`config.mk`:
```
export PLATFORM = sky130hd
export DESIGN_NAME = if_stage_pq
export DESIGN_NICKNAME = d
export VERILOG_FILES = /design/src/rtl/if_stage_pq.sv
export SDC_FILE = /design/constraint.sdc
export NUM_CORES = 1
export LEC_CHECK = 0
export ABC_AREA = 0
export CAP_MARGIN = 20
export CORE_ASPECT_RATIO = 1.75
export CORE_UTILIZATION = 55
export CTS_CLUSTER_DIAMETER = 120
export CTS_CLUSTER_SIZE = 16
export DETAILED_ROUTE_END_ITERATION = 8
export PLACE_DENSITY = 0.8
export SYNTH_ARGS = -nofsm -noshare
export SYNTH_HDL_FRONTEND = slang
export SYNTH_SLANG_ARGS = --single-unit
```
`constraint.sdc`:
```
create_clock -name clk -period 3.9 [get_ports clk]
set_input_delay 0.39 -clock clk [delete_from_list [all_inputs] [get_ports clk]]
set_output_delay 0.39 -clock clk [all_outputs]
set_load 0.05 [all_outputs]
```
`src/rtl/if_stage_pq.sv`:
```
// if_stage_pq: instruction fetch stage with a prefetch queue.
// One request in flight; responses are buffered so ID stalls do not stop fetch.
module if_stage_pq #(
    parameter int              XLEN     = 32,
    parameter int              DEPTH    = 4,
    parameter logic [XLEN-1:0] RESET_PC = '0,
    parameter logic [31:0]     NOP      = 32'h0000_0013
) (
    input  logic            clk,
    input  logic            reset,
    input  logic            stall,
    input  logic            pc_src,
    input  logic [XLEN-1:0] next_pc,
    output logic            imem_req_valid,
    output logic [XLEN-1:0] imem_req_addr,
    input  logic            imem_req_ready,
    input  logic            imem_rsp_valid,
    input  logic [31:0]     imem_rsp_data,
    output logic            valid_out,
    output logic [XLEN-1:0] pc_out,
    output logic [31:0]     instr_out
);

    localparam int          AW   = $clog2(DEPTH);
    localparam logic [AW:0] FULL = (AW + 1)'(DEPTH);
    localparam logic [AW:0] ONE  = (AW + 1)'(1);

    logic [XLEN-1:0] fpc;
    logic [XLEN-1:0] req_pc;
    logic            outstanding;
    logic            discard;
    logic [AW:0]     count;
    logic [AW-1:0]   head;
    logic [AW-1:0]   tail;
    logic [XLEN-1:0] q_pc  [DEPTH];
    logic [31:0]     q_ins [DEPTH];

    logic            live;
    logic [AW:0]     occ;
    logic            req_fire;
    logic            push;
    logic            pop;

    // Issue, push and pop decisions for this cycle
    always_comb begin
        live           = outstanding && !discard;
        occ            = count + {{AW{1'b0}}, live};
        imem_req_valid = reset && !pc_src
                         && (!outstanding || imem_rsp_valid)
                         && (occ < FULL);
        imem_req_addr  = fpc;
        req_fire       = imem_req_valid && imem_req_ready;
        push           = imem_rsp_valid && live && !pc_src;
        pop            = (count != '0) && !stall && !pc_src;
    end

    // Head of queue drives the ID-facing outputs; NOP bubble when empty
    always_comb begin
        valid_out = (count != '0);
        pc_out    = '0;
        instr_out = NOP;
        if (valid_out) begin
            pc_out    = q_pc[head];
            instr_out = q_ins[head];
        end
    end

    // Queue payload storage; contents are don't-care until pushed
    always_ff @(posedge clk) begin
        if (push) begin
            q_pc[tail]  <= req_pc;
            q_ins[tail] <= imem_rsp_data;
        end
    end

    // Fetch PC, in-flight tracking and queue pointers; redirect wins
    always_ff @(posedge clk or negedge reset) begin
        if (!reset) begin
            fpc         <= RESET_PC;
            req_pc      <= '0;
            outstanding <= 1'b0;
            discard     <= 1'b0;
            count       <= '0;
            head        <= '0;
            tail        <= '0;
        end else if (pc_src) begin
            count <= '0;
            head  <= '0;
            tail  <= '0;
            fpc   <= next_pc & ~XLEN'(3);
            if (imem_rsp_valid) begin
                outstanding <= 1'b0;
            end else if (outstanding) begin
                discard <= 1'b1;
            end
        end else begin
            if (req_fire) begin
                req_pc      <= fpc;
                fpc         <= fpc + XLEN'(4);
                outstanding <= 1'b1;
                discard     <= 1'b0;
            end else if (imem_rsp_valid) begin
                outstanding <= 1'b0;
            end
            if (push) begin
                tail <= tail + 1'b1;
            end
            if (pop) begin
                head <= head + 1'b1;
            end
            if (push && !pop) begin
                count <= count + ONE;
            end else if (pop && !push) begin
                count <= count - ONE;
            end
        end
    end

endmodule

```
==> results.md <==
* Synth unique cells at between 60 and 70
* Cells along the critical path: mux4_2, or2_2, clkdlybuf4s50_1
* Clk_skew at 0.0131 ns
* Core Rows at between 70 and 80
* Tot Pwr at slightly above 10 mW
* Status: complete, no violations
* # hold bufs at CTS at 0
* Ys async rst share at a little over a fifth
* Max_slew headroom at between 30% and 40%
* Synth Area in Simple Gates at approximately 10%
* Largest net degree at the start of global routing at 70
* CP max stage delay at 0.71 ns
* Met2 GRT Util at between 30% and 40%
* Hpwl dp at 15400 um
* Synthesized area at around 13000 um2
* Longest Clk Path Bufs at 3
* GRT Max-Usage Layer: met2
* Setup TNS at 0 ns
* Die ar. at about 24000 um2
* Hold Path Class: in -> async
* Kind of critical path: reg -> out
* P_leak at 5.41 nW
* Vias in the first global route at approximately 7300
* Wire length per cell at about 20 um
* Initial drt markers at about 490
* Seq/Total Area, Yosys at 71.1%
* RSZ-0062 raised after global routing: no
* Synthesized instance count at just under 800
* Endpoints failing hold at 0
* Die Width at 118 um
* Post-synthesis adder-cell area fraction at less than 1%
* Critical Path Stages at 3
* Clock Latency Late Sink at roughly 0.52 ns
* Routed Wire Length at about 25000 um
* Antenna Cells at 0
* Cts bufs inserted at 23
* H-Tree Depth at 1
* Clock Root Buffer: clkbuf_16
* Worst Setup End Kind: primary output
* Period utilisation layout at approximately four fifths
* Worst vdd ir at 0.000332 V
* Yosys reg bits at about 320
* Layout cells sized above 1 at between 10% and 20%
* Met3 Use GR at under 10%
* Detailed-route via count at roughly 7100
* DRC viols at 0
* CTS resizes at 0
* GPL Wtd Cong at between 0.8 and 0.9
* Worst Path Buf+Inv at 1
* Grt total ovfl at 0
* Worst Path Arrival at 2.79 ns
* Actual slew at the worst max-slew pin at between 0.9 and 1 ns
* Maximum clock rate at 314 MHz
* Crit path max fanout at 20
* Pre-antenna DRT Iters at 4
* Design area at 15300 um2
* Startpoint types: flip-flop
* Hold Slack at 0.180 ns
* Syn Area/Cell at around 17 um2
* Post-DRT Antenna Nets at 0
* Setup Viol. Count Final at 0
* Area contributors post-synth: edfxtp_1 58%, dfrtp_1 13%, mux4_2 11%
* CP top delay family: flip-flops
* Total track usage at 21.0%
* Setup WS pre-CTS at 1.13 ns
* Slowest CP cell: dfrtp_4
* Number of enable flip-flop cells after synthesis at between 200 and 250
* Pwr/cell area at 664 nW/um2
* Nets@finish at a little over 1000
* GRT met1 Usage at between 20% and 30%
* Fill cell count at 1587
* CTS tree: done
* Slew Viols, Final at 0
* Required time of the worst setup path at between 3 and 4 ns
* Post-DR vias/cell at approximately 5.7
* Multiplexer share of the synthesized area at between 10% and 20%
* Largest family of logic cells by synthesized area: multiplexers
* Initial Utilization at 56.5%
* Area leader, netlist: edfxtp_1
* Fin crit period at between 3 and 4 ns
* Synth Flop Type: edfxtp_1
* IO Port Bufs at ~160
* Initial antenna violation count at 0
* Core area at around 23000 um2
* I/O pins at between 150 and 200
* Die H at 205 um
* Worst reg-to-reg path cell count at 4
* Max Cap Violations at 0
* Num Clock Sinks at approximately 320
* Complex-gate fraction of the synthesized area at 4.17%
* First-pass GRT wire length at 39000 um
* CTS clock-pin slew for the worst setup and hold paths at roughly 0.07 ns
* Synth Warn # at 0
* Yosys top cell area share at between 50% and 60%
* XOR/XNOR share of the synthesized area at 0.882%
* Setup Buffers After CTS at 0
* Placed instance area at 14700 um2
* Setup WS post-layout at roughly 0.7 ns
* Area Overhead vs Synth at 18.8%
==> worst reg2reg max path, cell delays in order (launching register included) <==
cell	delay, ns
dfrtp_1	0.40
nand3b_1	0.40
nor2_1	0.33
and2_4	0.48
buf_12	0.30
==> state kept, by name, indices dropped and copies added (netlist names) <==
register and flops:
q_ins 128, q_pc 120, imem_req_addr 30, req_pc 30
count 3, head 2, tail 2, discard 1
outstanding 1
==> area by class of cell <==
class | instances | area, um2 | area share (%)
tap | 300 | 375 | 2.45
clock inverter | 1 | 5.00 | 0.0326
timing repair buffer | 173 | 1610 | 10.5
clock buffer | 40 | 639 | 4.17
multi-input combinational | 410 | 3490 | 22.8
sequential | 317 | 9180 | 59.8
inverter | 11 | 41.3 | 0.269
==> stage by stage <==
stage | util, % | std cells
floorplan | - | 782
global placement | 64.4 | 1211
detailed placement | 64.4 | 1211
CTS | 67.2 | 1252
global route | 67.2 | 1252
finish | 67.2 | 1252
==> path summary, 6_finish.rpt <==
check | startpoint | to | slack [ns]
worst min-delay path | reset | imem_req_addr[22] | 0.18
worst max-delay path | head[0] | instr_out[1] | 0.72
min in group clk | next_pc[25] | imem_req_addr[25] | 0.43
worst min register to register | req_pc[4] | q_pc[3][4] | 0.52
max in group asynchronous | reset | head[0] | 3.07
worst max register to register | discard | q_ins[2][25] | 1.63
==> synth_stat cells, drive strengths merged (2+ instances only) <==
cell type	count
inv	11
or3	6
mux2i	2
o221a	3
or2	3
clkbuf	21
nor4	2
and3	4
nor3	3
and2	66
nand3b	2
xor2	6
or4	3
o31ai	4
dfrtp	69
nand2b	3
o211ai	5
buf	22
o22ai	3
mux2	3
a311oi	6
and3b	2
o21ai	18
nor2	28
xnor2	7
nand4	5
a31oi	6
and4	6
o311ai	2
a21oi	3
ha	5
mux4	62
nand3	6
a211oi	4
a21o	2
nand2	107
o2111ai	5
edfxtp	248
a21boi	3
==> per-layer routing <==
| metal | share of wire (%) | vias to the layer above | wire, um |
|---|---|---|---|
| li1 | - | 3278 | - |
| met1 | 40 | 3626 | 9770 |
| met2 | 55 | 200 | 13500 |
| met3 | 3.8 | 33 | 946 |
| met4 | 2.1 | 0 | 522 |
| met5 | 0 | - | 0 |
==> where the power goes <==
group	switching (mW)	total [mW]	internal, mW
sequential	0.356	4.42	4.06
combinational	2.29	3.62	1.33
clock	1.04	2.15	1.11
==> kinds of logic after synthesis <==
family          Yosys count
compound gates           72
fa+ha+maj                 6
mux                      67
flops                   317
buf+inv                  55
other cells               1
xor+xnor                 13
simple gates            248
==> cell usage in the layout (no fill, tap or decap), drive strengths merged, types with 5 or more instances in the layout <==
| cell | instances |
|---|---|
| edfxtp | 248 |
| nand2 | 107 |
| clkdlybuf4s50 | 100 |
| buf | 73 |
| dfrtp | 69 |
| and2 | 66 |
| mux4 | 62 |
| clkbuf | 40 |
| nor2 | 28 |
| o21ai | 18 |
| inv | 10 |
| xnor2 | 7 |
| or3 | 6 |
| a31oi | 6 |
| nand3 | 6 |
| xor2 | 6 |
| a311oi | 6 |
| and4 | 6 |
| o2111ai | 5 |
| ha | 5 |
| o211ai | 5 |
| nand4 | 5 |
No activity file was read; power rests on OpenSTA's default activity.
